## src/rtl/uart_bus_ctrl.sv

```systemverilog
// Memory-mapped UART controller: RX/TX byte FIFOs, TXD/RXD/UCON registers,
// a TX sequencer that feeds the bit-serial TX core, and a level interrupt.
module uart_bus_ctrl #(
  parameter int unsigned RX_DEPTH = 4,
  parameter int unsigned TX_DEPTH = 4,
  parameter logic [31:0] ADDR_TXD = 32'h4000_0018,
  parameter logic [31:0] ADDR_RXD = 32'h4000_001C,
  parameter logic [31:0] ADDR_CON = 32'h4000_0020
) (
  input  logic        clk,
  input  logic        reset,
  input  logic [31:0] addr,
  input  logic [31:0] wdata,
  input  logic        mem_read,
  input  logic        mem_write,
  output logic [31:0] rdata,
  input  logic [7:0]  rx_data,
  input  logic        rx_done,
  output logic [7:0]  tx_data,
  output logic        tx_start,
  input  logic        tx_busy,
  output logic        irq
);

  localparam int unsigned RX_AW = $clog2(RX_DEPTH);
  localparam int unsigned TX_AW = $clog2(TX_DEPTH);
  localparam logic [RX_AW:0] RX_CNT_MAX = (RX_AW+1)'(RX_DEPTH);
  localparam logic [TX_AW:0] TX_CNT_MAX = (TX_AW+1)'(TX_DEPTH);
  localparam logic [RX_AW:0] RX_CNT_ONE = (RX_AW+1)'(1);
  localparam logic [TX_AW:0] TX_CNT_ONE = (TX_AW+1)'(1);
  localparam logic [RX_AW-1:0] RX_PTR_ONE = RX_AW'(1);
  localparam logic [TX_AW-1:0] TX_PTR_ONE = TX_AW'(1);

  typedef enum logic [1:0] {S_IDLE, S_START, S_WAIT_ACK, S_WAIT_DONE} tx_state_e;

  tx_state_e        state_q;
  logic [7:0]       tx_data_q;
  logic             tx_start_q;

  logic [7:0]       rx_mem_q [RX_DEPTH];
  logic [RX_AW-1:0] rx_wp_q, rx_rp_q;
  logic [RX_AW:0]   rx_cnt_q, rx_cnt_d;
  logic [7:0]       tx_mem_q [TX_DEPTH];
  logic [TX_AW-1:0] tx_wp_q, tx_rp_q;
  logic [TX_AW:0]   tx_cnt_q, tx_cnt_d;

  logic             rx_int_en_q, tx_int_en_q, tx_done_q, rx_ovf_q, irq_q;
  logic [7:0]       last_txd_q;

  logic sel_txd, sel_rxd, sel_con;
  logic rx_full, rx_nempty, tx_full, tx_nempty, tx_active;
  logic rx_pop, rx_push, rx_ovf_set, tx_push, tx_pop, tx_done_set;
  logic unused_wdata;

  assign unused_wdata = ^wdata[31:8];

  assign sel_txd = (addr == ADDR_TXD);
  assign sel_rxd = (addr == ADDR_RXD);
  assign sel_con = (addr == ADDR_CON);

  assign rx_full   = (rx_cnt_q == RX_CNT_MAX);
  assign rx_nempty = (rx_cnt_q != '0);
  assign tx_full   = (tx_cnt_q == TX_CNT_MAX);
  assign tx_nempty = (tx_cnt_q != '0);
  assign tx_active = (state_q != S_IDLE) || tx_nempty;

  // A pop in the same cycle frees the slot, so a full RX FIFO still accepts.
  assign rx_pop     = mem_read & sel_rxd & rx_nempty;
  assign rx_push    = rx_done & (~rx_full | rx_pop);
  assign rx_ovf_set = rx_done & rx_full & ~rx_pop;

  assign tx_push     = mem_write & sel_txd & ~tx_full;
  assign tx_pop      = (state_q == S_IDLE) & tx_nempty;
  assign tx_done_set = (state_q == S_WAIT_DONE) & ~tx_busy;

  always_comb begin
    rx_cnt_d = rx_cnt_q;
    if (rx_push && !rx_pop)      rx_cnt_d = rx_cnt_q + RX_CNT_ONE;
    else if (!rx_push && rx_pop) rx_cnt_d = rx_cnt_q - RX_CNT_ONE;
  end

  always_comb begin
    tx_cnt_d = tx_cnt_q;
    if (tx_push && !tx_pop)      tx_cnt_d = tx_cnt_q + TX_CNT_ONE;
    else if (!tx_push && tx_pop) tx_cnt_d = tx_cnt_q - TX_CNT_ONE;
  end

  always_ff @(posedge clk) begin
    if (rx_push) rx_mem_q[rx_wp_q] <= rx_data;
    if (tx_push) tx_mem_q[tx_wp_q] <= wdata[7:0];
  end

  always_ff @(posedge clk or posedge reset) begin
    if (reset) begin
      rx_wp_q  <= '0;
      rx_rp_q  <= '0;
      rx_cnt_q <= '0;
      tx_wp_q  <= '0;
      tx_rp_q  <= '0;
      tx_cnt_q <= '0;
    end else begin
      if (rx_push) rx_wp_q <= rx_wp_q + RX_PTR_ONE;
      if (rx_pop)  rx_rp_q <= rx_rp_q + RX_PTR_ONE;
      if (tx_push) tx_wp_q <= tx_wp_q + TX_PTR_ONE;
      if (tx_pop)  tx_rp_q <= tx_rp_q + TX_PTR_ONE;
      rx_cnt_q <= rx_cnt_d;
      tx_cnt_q <= tx_cnt_d;
    end
  end

  always_ff @(posedge clk or posedge reset) begin
    if (reset) begin
      state_q    <= S_IDLE;
      tx_data_q  <= '0;
      tx_start_q <= 1'b0;
    end else begin
      case (state_q)
        S_IDLE: begin
          if (tx_nempty) begin
            tx_data_q  <= tx_mem_q[tx_rp_q];
            tx_start_q <= 1'b1;
            state_q    <= S_START;
          end
        end
        S_START: begin
          tx_start_q <= 1'b0;
          state_q    <= S_WAIT_ACK;
        end
        S_WAIT_ACK:  if (tx_busy)  state_q <= S_WAIT_DONE;
        S_WAIT_DONE: if (!tx_busy) state_q <= S_IDLE;
        default:     state_q <= S_IDLE;
      endcase
    end
  end

  always_ff @(posedge clk or posedge reset) begin
    if (reset) begin
      rx_int_en_q <= 1'b0;
      tx_int_en_q <= 1'b0;
      tx_done_q   <= 1'b0;
      rx_ovf_q    <= 1'b0;
      last_txd_q  <= '0;
      irq_q       <= 1'b0;
    end else begin
      if (mem_write && sel_con) begin
        rx_int_en_q <= wdata[0];
        tx_int_en_q <= wdata[1];
      end
      if (tx_push) last_txd_q <= wdata[7:0];
      if (tx_done_set)              tx_done_q <= 1'b1;
      else if (mem_read && sel_con) tx_done_q <= 1'b0;
      if (rx_ovf_set)                           rx_ovf_q <= 1'b1;
      else if (mem_write && sel_con && wdata[5]) rx_ovf_q <= 1'b0;
      irq_q <= (rx_int_en_q & rx_nempty) | (tx_int_en_q & tx_done_q);
    end
  end

  always_comb begin
    rdata = '0;
    if (sel_txd)                rdata = {24'b0, last_txd_q};
    else if (sel_rxd && rx_nempty) rdata = {24'b0, rx_mem_q[rx_rp_q]};
    else if (sel_con)
      rdata = {24'b0, rx_full, tx_full, rx_ovf_q, tx_active,
               tx_done_q, rx_nempty, tx_int_en_q, rx_int_en_q};
  end

  assign tx_data  = tx_data_q;
  assign tx_start = tx_start_q;
  assign irq      = irq_q;

endmodule

```

## config.mk

```make
export PLATFORM = sky130hd
export DESIGN_NAME = uart_bus_ctrl
export DESIGN_NICKNAME = d
export VERILOG_FILES = /design/src/rtl/uart_bus_ctrl.sv
export SDC_FILE = /design/constraint.sdc
export NUM_CORES = 1
export LEC_CHECK = 0
export CAP_MARGIN = 20
export CORE_UTILIZATION = 39
export DETAILED_ROUTE_END_ITERATION = 10
export PLACE_DENSITY = 0.75
export SLEW_MARGIN = 20
export SYNTH_ARGS = -nofsm -noshare
export SYNTH_HDL_FRONTEND = slang
export SYNTH_SLANG_ARGS = --single-unit
```

## constraint.sdc

```tcl
create_clock -name clk -period 12 [get_ports clk]
set_input_delay 3.6 -clock clk [delete_from_list [all_inputs] [get_ports clk]]
set_output_delay 3.6 -clock clk [all_outputs]
set_load 0.01 [all_outputs]
```

### Yosys cells after proc, flatten, opt, wreduce, memory -nomap -nowiden

Memory sizes are Yosys's and may differ from the RTL's. A register that Yosys moved wholly into a read port is not among the register bits.
Cells that the tools add are included.

| storage, ports and cells | value |
|---|---|
| flip-flop bits (word level) | 30 |
| RAM bits | 64 |
| bits of input ports | 78 |
| output and inout bits | 42 |
| memories | 2 |

| cells by class | value |
|---|---|
| add/subtract/negate cells | 8 |
| eq/ne operators | 11 |
| mux-type cells | 21 |
| bitwise operators | 17 |
| reduce and logical (&&, ||, !) cells | 25 |

Memory list:

| memory | depth | bits a word | read ports | clocked after memory_dff | write ports | line | source |
|---|---|---|---|---|---|---|---|
| rx_mem_q | 4 | 8 | 1 | 0 | 1 | 40 | `logic [7:0] rx_mem_q [RX_DEPTH];` |
| tx_mem_q | 4 | 8 | 1 | 1 | 1 | 43 | `logic [7:0] tx_mem_q [TX_DEPTH];` |

Operator list:

| operator | number |
|---|---|
| == test 32 x 31 -> 1 bit, second input constant | 3 |
| 2-to-1 mux 8 bit | 3 |
| 2-to-1 mux 3 bit | 4 |
| nonzero test 2 bit | 6 |
| bitwise AND 1 bit | 11 |
| 2-to-1 mux 1 bit | 9 |
| adder 2 x 1 -> 2 bit, second input constant | 4 |
| logical AND 1 bit | 8 |
| case mux 2 bit (4 select lines) | 1 |
| adder 3 x 1 -> 3 bit, second input constant | 2 |
| == test 3 bit, second input constant | 2 |
| 2-to-1 mux 2 bit | 3 |
| inequality test 2 bit, second input constant | 3 |
| nonzero test 3 bit | 2 |
| subtractor 3 x 1 -> 3 bit, second input constant | 2 |
| == test 2 bit, second input constant | 2 |
| zero test 1 bit | 4 |
| inverter 1 bit | 4 |
| AND reduction 2 bit | 2 |
| AND reduction 3 bit | 1 |
| == test 2 x 1 -> 1 bit, second input constant | 1 |
| zero test 2 bit | 1 |
| OR 1 bit | 2 |
| case mux 1 bit (2 select lines) | 1 |
| logical OR 1 bit | 1 |

### Longest topological paths before layout

| depth | value |
|---|---|
| depth after elaboration | 9 |
| gate-level depth with buffers | 12 |
| gate-level depth less buffers | 11 |

### Least setup slack after synthesis

No wires, ideal clock.

| timing | value |
|---|---|
| path type | input-to-output |
| start point | in addr[14] |
| end point | out rdata[6] |
| arrival time | 5.433 ns |
| data required time | 8.400 ns |
| setup slack | 2.967 ns |
| cell stages on the path | 6 |
| buffers on the path | 1 |
| cells stage by stage | or4_4 > or3_4 > or4_1 > clkbuf_1 > nand2b_1 > nand3_1 |

| on the way | value |
|---|---|
| longest elaborated chain between the ends | 4 |
| elaborated cells between the ends (all ways) | 7 |
| those cells by class | eq/ne: 3; mux: 3; reduce/logical: 1 |

RTL lines:

| what | line | source |
|---|---|---|
| start: declaration | 12 | `input logic [31:0] addr,` |
| == test 32 x 31 -> 1 bit, on equally long branches | 59, 58 |  |
| 2-to-1 mux 8 bit or logical AND 1 bit (tied branches) | 162, 161 |  |
| 2-to-1 mux 8 bit | 161 | `else if (sel_rxd && rx_nempty) rdata = {24'b0, rx_mem_q[rx_rp_q]};` |
| 2-to-1 mux 8 bit * | 160 | `if (sel_txd) rdata = {24'b0, last_txd_q};` |
| end: declaration | 16 | `output logic [31:0] rdata,` |

Mark *: on every way between the ends. The rest lies on a longest branch, timed or not.

### Final worst setup path

| timing | value |
|---|---|
| start point | in addr[20] |
| end point | out rdata[0] |

Same word-level chain as after synthesis.

==> out/metrics.yaml <==
floorplanning:
  fp.dieH_um: 111
  rows: 39
  coreArea_sq_mm: 0.0115
  start_util: 0.401
  dieWidth_um: 111
  ios: 120
  die_area_sq_mm: 0.0122
placement:
  io_buffers: 71
  postPlaceCellArea_sq_mm: 0.00535
  gp_congestion: 0.730
  hpwlAfterDp_mm: 6.21
power_and_ir_drop:
  p_leak_nw: 2.14
  ir_drop_uv: 113
  power_density_mw_per_mm2: 181
  fin_total_pwr_mw: 1.02
global_routing:
  antenna_found_initial: 0
  grt.overflow.total: 0
  grt_pass1_wl_mm: 13.9
  grt_pass1_vias: 2693
  grt_usage: 0.150
  grt_max_degree: 39
timing:
  fmax_mhz: 98.4
  maxSlewViolCount: 0
  finalSetupViolCount: 0
  period_needed_ns: 10.16
  fin_skew_ns: 0.00628
  rsz0062_at_grt: "no"
  worst_pin_slew_ns: 1.06
  finalCritPeriodShare: 0.847
  setup-tns-final_ns: 0
  hold_violations: 0
  slew_headroom: 0.290
clock_network:
  ctsHoldBuffers: 0
  cts_buffer_depth: 2
  clk_pin_slew_ns: 0.07
  root_buffer: "clkbuf_16"
  clk_latency_ns: 0.34
  ctsResizeCount: 0
  numCtsBuffers: 9
  htree_num_levels: 3
  post_cts_buffers: 0
  cts_tree: "built"
  clock-sinks: 102
layout:
  regArea_sq_mm: 0.00287
  finalNetCount: 456
  multi_input_area_sq_mm: 0.00153
  num-fill-cells: 972
  syn2layout_area_growth_pct: 22.9
  final_design_area_no_fill_sq_mm: 0.00565
  diodes: 0
  drive_above_1_share: 0.169
status:
  status: "completed"
drt:
  drc_errors: 0
  vias_per_cell: 4.97
  post_drt_wl_per_cell_um: 16.7
  antenna_left: 0
  drt-total-wl_mm: 8.53
  vias: 2536
  dr.pass1.iters: 4
  first_iter_violations: 121
synth:
  yosysUniqueCellTypes: 43
  syn_area_sq_mm: 0.00460
  ys_top_cells_by_area: "edfxtp_1, dfrtp_1, mux4_2, mux2_2, buf_4"
  ys_ff_latch: 102
  synthFlopType: "edfxtp_1"
  syn_inst: 289
  yosysWarningCount: 0
  synth_edf_count: 64
  synth_top_area_share: 0.418
  syn_avg_cell_area_sq_um: 15.9
  ys_seq_area_frac: 0.624
  async_flop_share: 0.373
  synth_top_area_cell: "edfxtp_1"
setup_path:
  end_kind: "output port"
  arrival_ns: 6.56
  path_max_fanout: 11
  r2r_slack_ns: 9.15
  required_ns: 8.40
  critPathKind: "in2out"
  start_kind: "input pin"
job:
  max_cap_viol_count: 0
hold_path:
  hold_class: "reg2reg"
-- per-layer routing --
layer / global-route usage / vias to the layer above / part of all wire
met5: 0 / - / 0
met4: 0.0516 / 0 / 0.019
met3: 0.0412 / 11 / 0.039
met2: 0.265 / 66 / 0.53
met1: 0.174 / 1286 / 0.41
li1: - / 1173 / -
-- layout by cell type (no fill, tap or decap), types with 4 or more instances in the layout --
cell | synthesis | layout
ha_1 | 14 | 14
inv_1 | 13 | 13
xnor2_1 | 6 | 6
mux2_2 | 18 | 18
nor2b_1 | 8 | 8
a221o_1 | 7 | 7
mux4_2 | 16 | 16
xor2_1 | 6 | 6
nor4_1 | 6 | 5
clkbuf_16 | 0 | 10
nor2_1 | 6 | 6
mux2_4 | 4 | 4
and2_1 | 5 | 5
clkdlybuf4s50_1 | 0 | 71
and3_1 | 5 | 5
conb_1 | 1 | 24
dfrtp_1 | 38 | 38
nand3_1 | 4 | 4
edfxtp_1 | 64 | 64
nand2_1 | 11 | 11
-- area by class of cell --
cell class,count,share of cell area
clock buffer,10,0.0443
clock inverter,6,0.00885
inverter,13,0.00863
multi-input combinational,164,0.271
tap,143,0.0317
timing repair buffer,72,0.127
sequential,102,0.508
-- registers in the layout (all words and copies together) (netlist names), 3 cells and up --
signal      cells
tx_data         8
tx_mem_q       32
rx_mem_q       32
last_txd_q      8
tx_cnt_q        3
rx_cnt_q        3
-- final timing paths --
path	from	endpoint	cells past startpoint
min	rx_cnt_q[2]	rx_cnt_q[2]	1
max	addr[20]	rdata[0]	6
max reg2reg	state_q[0]	tx_cnt_q[1]	8
max in group asynchronous	reset	last_txd_q[1]	3
min reg2reg	rx_cnt_q[2]	rx_cnt_q[2]	1
min in group asynchronous	reset	tx_data[5]	3
-- critical path: stages --
cell	delay, ns
clkdlybuf4s50_1	0.40
nor4_1	0.33
nand4_1	0.33
nor4_2	1.00
a221o_1	0.34
clkdlybuf4s50_1	0.56
-- synth_stat cells, types with 5 or more instances --
cell type,number
xor2_1,6
edfxtp_1,64
ha_1,14
mux4_2,16
nand2_1,11
mux2_2,18
xnor2_1,6
inv_1,13
a221o_1,7
dfrtp_1,38
buf_4,24
and2_1,5
nor2b_1,8
and3_1,5
nor2_1,6
nor4_1,6
-- where the power goes --
| group | total [mW] | switching [mW] | internal (mW) | leakage [nW] |
|---|---|---|---|---|
| registers | 0.488 | 0.0490 | 0.439 | 1.05 |
| clock network | 0.290 | 0.134 | 0.156 | 0.147 |
| logic | 0.246 | 0.103 | 0.143 | 0.945 |
| total | 1.02 | 0.286 | 0.737 | 2.14 |
-- per-stage QoR --
stage,util,hold WS [ns],setup WS [ns],instances
2_1_floorplan,-,0.467,2.97,312
3_3_place_gp,0.467,0.483,1.89,494
3_5_place_dp,0.467,0.491,1.86,494
4_1_cts,0.493,0.511,1.86,510
5_1_grt,0.493,0.534,1.67,510
6_report,0.493,0.510,1.84,510
-- cells by family (layout without fill, tap and decap cells) --
kind of cell / Yosys count / after routing / synth area share
xor+xnor: 12 / 12 / 0.0228
compound gates: 16 / 16 / 0.0299
simple gates: 57 / 57 / 0.0753
buf+inv: 46 / 101 / 0.0623
flops: 102 / 102 / 0.624
mux: 39 / 39 / 0.138
fa+ha+maj: 16 / 16 / 0.0468
other cells: 1 / 24 / 0.000815
No activity file was read; power rests on OpenSTA's default activity.
